[src/rtl/decrypt_depad_seq.sv]
// Recovers the LFSR seed/tap from an all-space preamble, then decrypts and left-compacts the
// message in data memory, space-padding the tail. Build option: DECRYPT_PARITY_EN.
module decrypt_depad_seq #(
  parameter int MSG_BASE = 64,
  parameter int OUT_BASE = 0,
  parameter int MSG_LEN  = 64,
  parameter int CHK_LEN  = 10
) (
  input  logic       Clk,
  input  logic       Reset,
  input  logic       Start,
  output logic       Ack,
  output logic       Err,
  output logic [7:0] mem_addr,
  output logic       mem_wr_en,
  output logic [7:0] mem_wr_data,
  input  logic [7:0] mem_rd_data
);

  // state   | meaning
  // IDLE    | waiting for Start sampled 1 then 0
  // SEED    | reading preamble byte 0 to recover the seed
  // SEARCH  | trying candidate taps against preamble bytes 1..CHK_LEN-1
  // DECRYPT | reading and decrypting message byte j
  // WRITE   | write strobe for one kept byte
  // PAD     | filling the tail with spaces
  // DONE    | Ack high until Start re-asserts
  localparam logic [2:0] S_IDLE    = 3'd0;
  localparam logic [2:0] S_SEED    = 3'd1;
  localparam logic [2:0] S_SEARCH  = 3'd2;
  localparam logic [2:0] S_DECRYPT = 3'd3;
  localparam logic [2:0] S_WRITE   = 3'd4;
  localparam logic [2:0] S_PAD     = 3'd5;
  localparam logic [2:0] S_DONE    = 3'd6;

  localparam logic [7:0] MSG_BASE_B = 8'(MSG_BASE);
  localparam logic [7:0] OUT_BASE_B = 8'(OUT_BASE);
  localparam logic [7:0] LEN_B      = 8'(MSG_LEN);
  localparam logic [3:0] CHK_LAST   = 4'(CHK_LEN - 1);
  localparam logic [3:0] LAST_TAP   = 4'd8;
  localparam logic [6:0] SPACE7     = 7'h20;

  function automatic logic [6:0] tap_of(input logic [3:0] idx);
    logic [6:0] t;
    case (idx)
      4'd0:    t = 7'h60;
      4'd1:    t = 7'h48;
      4'd2:    t = 7'h78;
      4'd3:    t = 7'h72;
      4'd4:    t = 7'h6A;
      4'd5:    t = 7'h69;
      4'd6:    t = 7'h5C;
      4'd7:    t = 7'h7E;
      4'd8:    t = 7'h7B;
      default: t = 7'h60;
    endcase
    return t;
  endfunction

  function automatic logic [6:0] lfsr_step(input logic [6:0] s, input logic [6:0] t);
    return {s[5:0], ^(s & t)};
  endfunction

  logic [2:0] state_q, state_d;
  logic       ph_q, ph_d;
  logic       start_q, start_d;
  logic [6:0] seed_q, seed_d;
  logic [6:0] s_q, s_d;
  logic [6:0] tap_q, tap_d;
  logic [6:0] lfsr_q, lfsr_d;
  logic [3:0] i_q, i_d;
  logic [3:0] k_q, k_d;
  logic [7:0] j_q, j_d;
  logic [7:0] wp_q, wp_d;
  logic       lead_q, lead_d;
  logic       ack_q, ack_d;
  logic       err_q, err_d;
  logic [7:0] addr_q, addr_d;
  logic       wr_en_q, wr_en_d;
  logic [7:0] wr_data_q, wr_data_d;

  logic [6:0] rd7;
  logic [6:0] plain;
  logic       perr;
  logic       skip;

  assign rd7   = mem_rd_data[6:0];
  assign plain = rd7 ^ lfsr_q;

`ifdef DECRYPT_PARITY_EN
  // Encrypted bytes carry even parity; a parity hit always ends the leading-space skip.
  assign perr = ^mem_rd_data;
  assign skip = lead_q && (plain == SPACE7) && !perr;
`else
  logic rd_par_unused;
  assign rd_par_unused = mem_rd_data[7];
  assign perr = 1'b0;
  assign skip = lead_q && (plain == SPACE7);
`endif

  always_comb begin
    state_d   = state_q;
    ph_d      = ph_q;
    start_d   = Start;
    seed_d    = seed_q;
    s_d       = s_q;
    tap_d     = tap_q;
    lfsr_d    = lfsr_q;
    i_d       = i_q;
    k_d       = k_q;
    j_d       = j_q;
    wp_d      = wp_q;
    lead_d    = lead_q;
    ack_d     = ack_q;
    err_d     = err_q;
    addr_d    = addr_q;
    wr_en_d   = 1'b0;
    wr_data_d = wr_data_q;

    case (state_q)
      S_IDLE: begin
        if (start_q && !Start) begin
          state_d = S_SEED;
          ph_d    = 1'b0;
          addr_d  = MSG_BASE_B;
          ack_d   = 1'b0;
          err_d   = 1'b0;
        end
      end

      S_SEED: begin
        if (!ph_q) begin
          ph_d = 1'b1;
        end else begin
          seed_d  = rd7 ^ SPACE7;
          k_d     = 4'd0;
          i_d     = 4'd1;
          s_d     = lfsr_step(rd7 ^ SPACE7, tap_of(4'd0));
          state_d = S_SEARCH;
          ph_d    = 1'b0;
          addr_d  = MSG_BASE_B + 8'd1;
        end
      end

      S_SEARCH: begin
        if (!ph_q) begin
          ph_d = 1'b1;
        end else begin
          ph_d = 1'b0;
          if ((rd7 ^ SPACE7) == s_q) begin
            if (i_q == CHK_LAST) begin
              tap_d   = tap_of(k_q);
              state_d = S_DECRYPT;
              j_d     = 8'd0;
              wp_d    = 8'd0;
              lfsr_d  = seed_q;
              lead_d  = 1'b1;
              addr_d  = MSG_BASE_B;
            end else begin
              i_d    = i_q + 4'd1;
              s_d    = lfsr_step(s_q, tap_of(k_q));
              addr_d = MSG_BASE_B + {4'd0, i_q} + 8'd1;
            end
          end else if (k_q == LAST_TAP) begin
            err_d   = 1'b1;
            ack_d   = 1'b1;
            state_d = S_DONE;
          end else begin
            k_d    = k_q + 4'd1;
            i_d    = 4'd1;
            s_d    = lfsr_step(seed_q, tap_of(k_q + 4'd1));
            addr_d = MSG_BASE_B + 8'd1;
          end
        end
      end

      S_DECRYPT: begin
        if (!ph_q) begin
          ph_d = 1'b1;
        end else begin
          ph_d   = 1'b0;
          lfsr_d = lfsr_step(lfsr_q, tap_q);
          j_d    = j_q + 8'd1;
          if (skip) begin
            if (j_q == LEN_B - 8'd1) begin
              state_d = S_PAD;
            end else begin
              addr_d = MSG_BASE_B + j_q + 8'd1;
            end
          end else begin
            lead_d    = 1'b0;
            state_d   = S_WRITE;
            addr_d    = OUT_BASE_B + wp_q;
            wr_en_d   = 1'b1;
            wr_data_d = {perr, plain};
          end
        end
      end

      // j has already advanced, so wp stays strictly behind the read pointer.
      S_WRITE: begin
        wp_d = wp_q + 8'd1;
        if (j_q == LEN_B) begin
          state_d = S_PAD;
        end else begin
          state_d = S_DECRYPT;
          ph_d    = 1'b0;
          addr_d  = MSG_BASE_B + j_q;
        end
      end

      S_PAD: begin
        if (wp_q == LEN_B) begin
          state_d = S_DONE;
          ack_d   = 1'b1;
        end else begin
          addr_d    = OUT_BASE_B + wp_q;
          wr_en_d   = 1'b1;
          wr_data_d = {1'b0, SPACE7};
          wp_d      = wp_q + 8'd1;
        end
      end

      S_DONE: begin
        if (Start) begin
          state_d = S_IDLE;
          ack_d   = 1'b0;
          err_d   = 1'b0;
        end
      end

      default: begin
        state_d = S_IDLE;
      end
    endcase
  end

  always_ff @(posedge Clk or negedge Reset) begin
    if (!Reset) begin
      state_q   <= S_IDLE;
      ph_q      <= 1'b0;
      start_q   <= 1'b0;
      seed_q    <= 7'd0;
      s_q       <= 7'd0;
      tap_q     <= 7'd0;
      lfsr_q    <= 7'd0;
      i_q       <= 4'd0;
      k_q       <= 4'd0;
      j_q       <= 8'd0;
      wp_q      <= 8'd0;
      lead_q    <= 1'b0;
      ack_q     <= 1'b0;
      err_q     <= 1'b0;
      addr_q    <= 8'd0;
      wr_en_q   <= 1'b0;
      wr_data_q <= 8'd0;
    end else begin
      state_q   <= state_d;
      ph_q      <= ph_d;
      start_q   <= start_d;
      seed_q    <= seed_d;
      s_q       <= s_d;
      tap_q     <= tap_d;
      lfsr_q    <= lfsr_d;
      i_q       <= i_d;
      k_q       <= k_d;
      j_q       <= j_d;
      wp_q      <= wp_d;
      lead_q    <= lead_d;
      ack_q     <= ack_d;
      err_q     <= err_d;
      addr_q    <= addr_d;
      wr_en_q   <= wr_en_d;
      wr_data_q <= wr_data_d;
    end
  end

  assign Ack         = ack_q;
  assign Err         = err_q;
  assign mem_addr    = addr_q;
  assign mem_wr_en   = wr_en_q;
  assign mem_wr_data = wr_data_q;

endmodule

[config.mk]
export PLATFORM = sky130hd
export DESIGN_NAME = decrypt_depad_seq
export DESIGN_NICKNAME = d
export VERILOG_FILES = /design/src/rtl/decrypt_depad_seq.sv
export SDC_FILE = /design/constraint.sdc
export NUM_CORES = 1
export LEC_CHECK = 0
export ABC_CLOCK_PERIOD_IN_PS = 2500
export CAP_MARGIN = 20
export CORE_MARGIN = 2
export CORE_UTILIZATION = 44
export CTS_BUF_LIST = sky130_fd_sc_hd__clkbuf_16
export CTS_CLUSTER_DIAMETER = 120
export DETAILED_ROUTE_END_ITERATION = 8
export GPL_ROUTABILITY_DRIVEN = 0
export PLACE_DENSITY = 0.77
export SYNTH_ARGS = -nofsm -noshare
export SYNTH_HDL_FRONTEND = slang
export SYNTH_SLANG_ARGS = --single-unit
[constraint.sdc]
create_clock -name Clk -period 2.5 [get_ports Clk]
set_clock_uncertainty 0.2 [all_clocks]
set_input_delay 0.375 -clock Clk [delete_from_list [all_inputs] [get_ports Clk]]
set_output_delay 0.375 -clock Clk [all_outputs]
set_load 0.01 [all_outputs]
==> results of run 1 <==
## state kept, by name (all words and copies together) (netlist names), 3 cells and up
register	count
seed_q	7
j_q	8
s_q	7
wp_q	8
mem_addr	8
mem_wr_data	7
i_q	4
lfsr_q	7
tap_q	7
state_q	3
k_q	4
## layout make-up
type / count / area share (%)
Multi-Input combinational cell: 405 / 44.2
Clock inverter: 7 / 1.08
Timing Repair Buffer: 126 / 17.0
Tap cell: 136 / 2.72
Sequential cell: 76 / 30.5
Clock buffer: 9 / 3.61
Inverter: 14 / 0.841
## power breakdown
| group | switching (µW) | internal (µW) | total, µW |
|---|---|---|---|
| logic | 1820 | 1710 | 3540 |
| registers | 441 | 1590 | 2030 |
| clock network | 598 | 696 | 1290 |
## metal layers
layer	track usage [%]	part of all wire [%]
met2	39.7	48
met3	4.66	7.4
met4	10.1	3.9
met5	0	0
met1	32.4	41
## layout by cell type, fill, tap and decap left out, types with 10 or more instances in the layout
master,n
buf_4,95
dfrtp_1,74
nand2_1,67
o21ai_0,48
nor2_1,30
nand3_1,26
clkdlybuf4s50_1,21
xnor2_1,20
xor2_1,16
ha_1,14
inv_1,13
o21ai_1,10
nand4_1,10
## how the worst max path moves through the flow
stage                  end  cells past startpoint
5_1_grt        mem_addr[5]                      9
6_report           wp_q[4]                     10
2_1_floorplan   state_q[1]                     10
3_5_place_dp        s_q[6]                      9
4_1_cts        mem_addr[5]                      8
3_3_place_gp        s_q[6]                      9
## through the flow
step / cells / setup TNS [ns] / total power (µW) / util (%) / hold WS [ns]
global placement: 751 / -9.28 / 5140 / 55.7 / 0.222
finish: 773 / 0 / 6860 / 60.2 / 0.271
CTS: 768 / 0 / 6610 / 58.8 / 0.274
global route: 773 / -0.343 / 7260 / 60.2 / 0.287
floorplan: 521 / 0 / 3860 / - / -0.121
detailed placement: 751 / -10.92 / 5280 / 55.7 / 0.231
## worst max-delay path: cells and delay by family (launching register included)
kind,cells,cell delay [ns]
simple gates,4,0.72
buf+inv,3,0.46
flops,1,0.44
xor+xnor,2,0.39
compound gates,1,0.14
## repair_timing
action | in CTS | in global routing
resized for setup | 6 | 27
buffers inserted | 0 | 5
hold buffers | 1 | 0
hold endpoints to repair | 45 | 0
pin swaps | 1 | 9
setup endpoints to repair | 9 | 30
## synth_stat cells, drive strengths merged (9+ instances only)
cell / count
a21o: 9
a21oi: 10
a22o: 9
a31oi: 9
and3: 10
clkbuf: 18
dfrtp: 76
ha: 16
inv: 13
mux2: 9
nand2: 68
nand3: 26
nand4: 10
nor2: 32
o21ai: 60
xnor2: 25
xor2: 17
## logic make-up (layout without fill, tap and decap cells)
family                   count (synthesis)  after routing  share of synthesized area, %
XOR/XNOR                                43             43                          8.29
adder cells (fa/ha/maj)                 16             16                          4.25
buffers and inverters                   40            156                          3.51
flip-flops                              76             76                          40.4
multiplexers                            17             17                          3.85
other                                    1              1                        0.0796
AND/OR/NAND/NOR                        192            192                          20.5
AO/OA/AOI/OAI                          136            136                          19.2
==> impl_metrics.py, run 1 <==
metrics = {
    "clock_tree": {
        "htreeDepth": 3,
        "cts_max_path_buffers": 2,
        "clk_pin_slew_ns": 0.07,
        "cts_root_buf": "clkbuf_16",
        "insertion_delay_ns": 0.34,
        "cts_tree": "built",
        "cts_made_buffers": 9,
        "cts.sinks": 76,
    },
    "synthesis": {
        "ys_ff_latch": 76,
        "yosys.area.top_type": "dfrtp_1",
        "synthCells": 521,
        "syn_nets": 548,
        "synth_area_leaders": "dfrtp_1 (40%), nand2_1 (5.4%), o21ai_0 (5.3%)",
        "avgSynthCellArea_um2": 9.04,
        "ys_seq_area_share_pct": 40.4,
        "ys_types": 67,
        "synthArstFlopShare_pct": 100,
        "yosysTopAreaCellShare_pct": 40.4,
        "syn_area_um2": 4710,
        "synth-edff-count": 0,
        "ys.flop_type": "dfrtp_1",
        "yosysWarnings": 0,
    },
    "grt": {
        "grt.total_usage_pct": 24.6,
        "grt-ovfl-total": 0,
        "grt_max_degree": 48,
        "grt_pass1_vias": 4486,
        "grt_pass1_wl_mm": 22.3,
        "antenna_found_initial": 0,
    },
    "setup_path": {
        "rr_worst_depth": 10,
        "crit_chain": "xor2_1, nor4_4, buf_4, buf_4, nand3_1, a21boi_2, buf_4, nand4_1, xor2_1, nor2_1",
        "r2r-end": "wp_q[4]",
        "cpMostUsedCell": "buf_4",
        "crit_fanout": 8,
        "required_ns": 2.51,
        "rrSetupSlack_ns": 0.03,
        "path_class": "reg2reg",
        "end_kind": "register",
        "worst_path_largest_cell_delay_ns": 0.44,
        "cp_slowest_cell": "dfrtp_1",
        "start_kind": "register",
        "reg2reg_from": "s_q[0]",
        "arrival_ns": 2.48,
        "crit_start": "s_q[0]",
    },
    "sta": {
        "worst-slew-pin-transition_ns": 0.617,
        "slew_headroom_pct": 58.5,
        "setup_viol": 0,
        "finalMaxSlewViolations": 0,
        "rsz0062_at_grt": "yes",
        "setup_slack_ns": 0.0323,
        "hold_violations": 0,
        "layout_min_cycle_time_ns": 2.47,
        "layout_worst_path_cycle_share_pct": 98.7,
        "max_clock_freq_ghz": 0.405,
    },
    "worst_hold_path": {
        "min_to": "tap_q[6]",
        "worstHoldStart": "tap_q[6]",
        "hold-path-cell-count": 1,
        "hold_class": "reg2reg",
    },
    "layout": {
        "syn_to_final_growth_pct": 32.6,
        "nFillCells": 844,
        "nNetsFinal": 659,
        "drive_above_1_share_pct": 24.6,
        "stdcell_area_um2": 6250,
        "regArea_um2": 1900,
        "antenna_cells": 0,
        "multiInputGateArea_um2": 2760,
    },
    "floorplanning": {
        "ios": 30,
        "die-area_um2": 11500,
        "core-area_um2": 10400,
        "die_w_um": 107,
        "fp.dieH_um": 107,
        "rows": 37,
        "initial_core_util_pct": 45.4,
    },
    "run": {
        "max_cap_violations": 0,
    },
    "route": {
        "drc_errors": 0,
        "routed_wl_mm": 14.3,
        "wire_per_inst_um": 18.5,
        "routed-via-count": 4679,
        "via_per_inst": 6.05,
        "drt_pass1_iterations": 7,
        "drt-initial-drc-count": 597,
        "antenna_left": 0,
    },
    "placement": {
        "dp_hpwl_mm": 10.2,
        "placed_cell_area_um2": 5780,
        "pre_cts_slack_ns": -0.372,
        "portBuffers": 27,
    },
    "power_and_ir_drop": {
        "p_leak_uw": 0.00284,
        "p_per_area_nw_per_um2": 1100,
        "vdd_ir_drop_max_mv": 0.498,
    },
    "status": {
        "status": "complete, no violations",
    },
}
No activity file was read; power rests on OpenSTA's default activity.
==> run 2: changes to the inputs <==
Settings changed: TNS_END_PERCENT from default to 50.
==> impl_metrics.py, run 2 (same netlist as run 1, synthesis figures left out) <==
metrics = {
    "sta": {
        "rsz0062_at_grt": "yes",
        "holdWs_ns": 0.272,
        "layout_worst_path_cycle_share_pct": 98.8,
        "worst-slew-pin-transition_ns": 0.618,
        "hold_violations": 0,
        "max_clock_freq_ghz": 0.405,
        "setup_viol": 0,
        "finalMaxSlewViolations": 0,
        "layout_min_cycle_time_ns": 2.47,
        "slew_headroom_pct": 58.4,
        "fin_setup_tns_ns": 0,
    },
    "floorplanning": {
        "fp.dieH_um": 107,
        "die-area_um2": 11500,
        "rows": 37,
        "core-area_um2": 10400,
        "ios": 30,
        "initial_core_util_pct": 45.4,
        "die_w_um": 107,
    },
    "layout": {
        "syn_to_final_growth_pct": 32.5,
        "final_cells": 773,
        "final_common_cell": "buf_4",
        "drive_above_1_share_pct": 24.5,
        "nNetsFinal": 659,
        "fin_util_pct": 60.2,
        "multiInputGateArea_um2": 2760,
        "regArea_um2": 1900,
        "antenna_cells": 0,
        "final_cell_mix": "buf_4 (95), dfrtp_1 (74), nand2_1 (67), o21ai_0 (50), nor2_1 (30)",
        "nFillCells": 846,
    },
    "setup_path": {
        "crit_fanout": 9,
        "arrival_ns": 2.52,
        "path_class": "reg2reg",
        "required_ns": 2.55,
        "start_kind": "register",
        "rr_worst_depth": 9,
        "end_kind": "register",
    },
    "grt": {
        "antenna_found_initial": 0,
        "grt_max_degree": 48,
        "grt-ovfl-total": 0,
        "grt_pass1_wl_mm": 22.3,
        "grt_pass1_vias": 4482,
        "grt.total_usage_pct": 24.5,
    },
    "clock_tree": {
        "cts_max_path_buffers": 2,
        "cts_root_buf": "clkbuf_16",
        "insertion_delay_ns": 0.35,
        "cts_tree": "built",
        "htreeDepth": 3,
        "cts.sinks": 76,
        "cts_made_buffers": 9,
        "clk_pin_slew_ns": 0.07,
    },
    "route": {
        "drt-initial-drc-count": 592,
        "wire_per_inst_um": 18.2,
        "via_per_inst": 5.98,
        "antenna_left": 0,
        "routed_wl_mm": 14.1,
        "routed-via-count": 4624,
        "drt_pass1_iterations": 5,
        "drc_errors": 0,
    },
    "power_and_ir_drop": {
        "seqPwrFrac_pct": 29.7,
        "switching_power_uw": 2850,
        "p_per_area_nw_per_um2": 1090,
        "vdd_ir_drop_max_mv": 0.506,
        "comb_power_share_pct": 51.4,
        "p_leak_uw": 0.00284,
        "intPower_uw": 3990,
        "clkPwrFrac_pct": 18.9,
        "swShare_pct": 41.7,
    },
    "worst_hold_path": {
        "hold-path-cell-count": 1,
        "hold_class": "reg2reg",
    },
    "run": {
        "max_cap_violations": 0,
    },
    "placement": {
        "portBuffers": 27,
        "dp_hpwl_mm": 10.2,
        "dp_cells": 751,
    },
    "status": {
        "status": "complete, no violations",
    },
}
-- run 2: cell count changes in the layout (fill, tap and decap cells not counted), sizes merged --
cell	previous run	this run
dlymetal6s2s	4	5
dlygate4sd2	1	0
-- run 2: power groups by stage --
stage               clock network [µW]  logic, µW  registers [µW]
global placement                     0       3150            2000
finish                            1290       3520            2030
floorplan                            0       1930            1930
global route                      1350       3830            2070
detailed placement                   0       3260            2020
CTS                               1290       3320            2000
-- run 2: routing by layer --
layer	track usage, %	share of wire, %	vias up
li1	-	-	2103
met5	0	0	-
met2	39.6	47	224
met1	32.4	42	2252
met4	10.1	3.3	0
met3	4.66	7.7	45
-- run 2: stage by stage --
stage	setup WS, ns	cell area, µm²	total power, µW
after floorplan	0.113	4710	3860
after global placement	-0.348	5780	5140
after detailed placement	-0.372	5780	5280
after CTS	-0.0286	6090	6610
after global routing	-0.0642	6240	7250
final	0.0300	6240	6840
-- run 2: final cells by class --
| class | instances | share of cell area (%) |
|---|---|---|
| clock buffers | 9 | 3.61 |
| clock inverters | 7 | 1.08 |
| inverters | 14 | 0.842 |
| multi-input cells | 405 | 44.1 |
| flip-flops and latches | 76 | 30.5 |
| well taps | 136 | 2.73 |
| repair buffers | 126 | 17.1 |
-- run 2: worst max-delay path: stages, from the launching register on --
cell	delay, ns
dfrtp_2	0.45
inv_1	0.07
ha_1	0.21
a31o_1	0.22
o211a_1	0.18
nor4b_2	0.30
o211ai_1	0.15
buf_4	0.17
buf_4	0.16
o31ai_1	0.25
-- run 2: path summary, 6_finish.rpt --
check / from / end / slack (ns)
min in group asynchronous: Reset / mem_addr[3] / 0.39
setup reg to reg: j_q[0] / mem_addr[5] / 0.03
hold reg to reg: tap_q[6] / tap_q[6] / 0.27
setup / recovery: j_q[0] / mem_addr[5] / 0.03
hold / removal: tap_q[6] / tap_q[6] / 0.27
max in group asynchronous: Reset / tap_q[1] / 1.13
-- run 2: timing repair --
item / 4_1_cts / 5_1_grt
cloned: 0 / 0
endpoints found under the setup margin: 9 / 34
gates resized for setup: 4 / 26
hold buffers: 1 / 0
hold endpoints to repair: 45 / 0
pin swaps: 0 / 12
setup buffers: 0 / 5
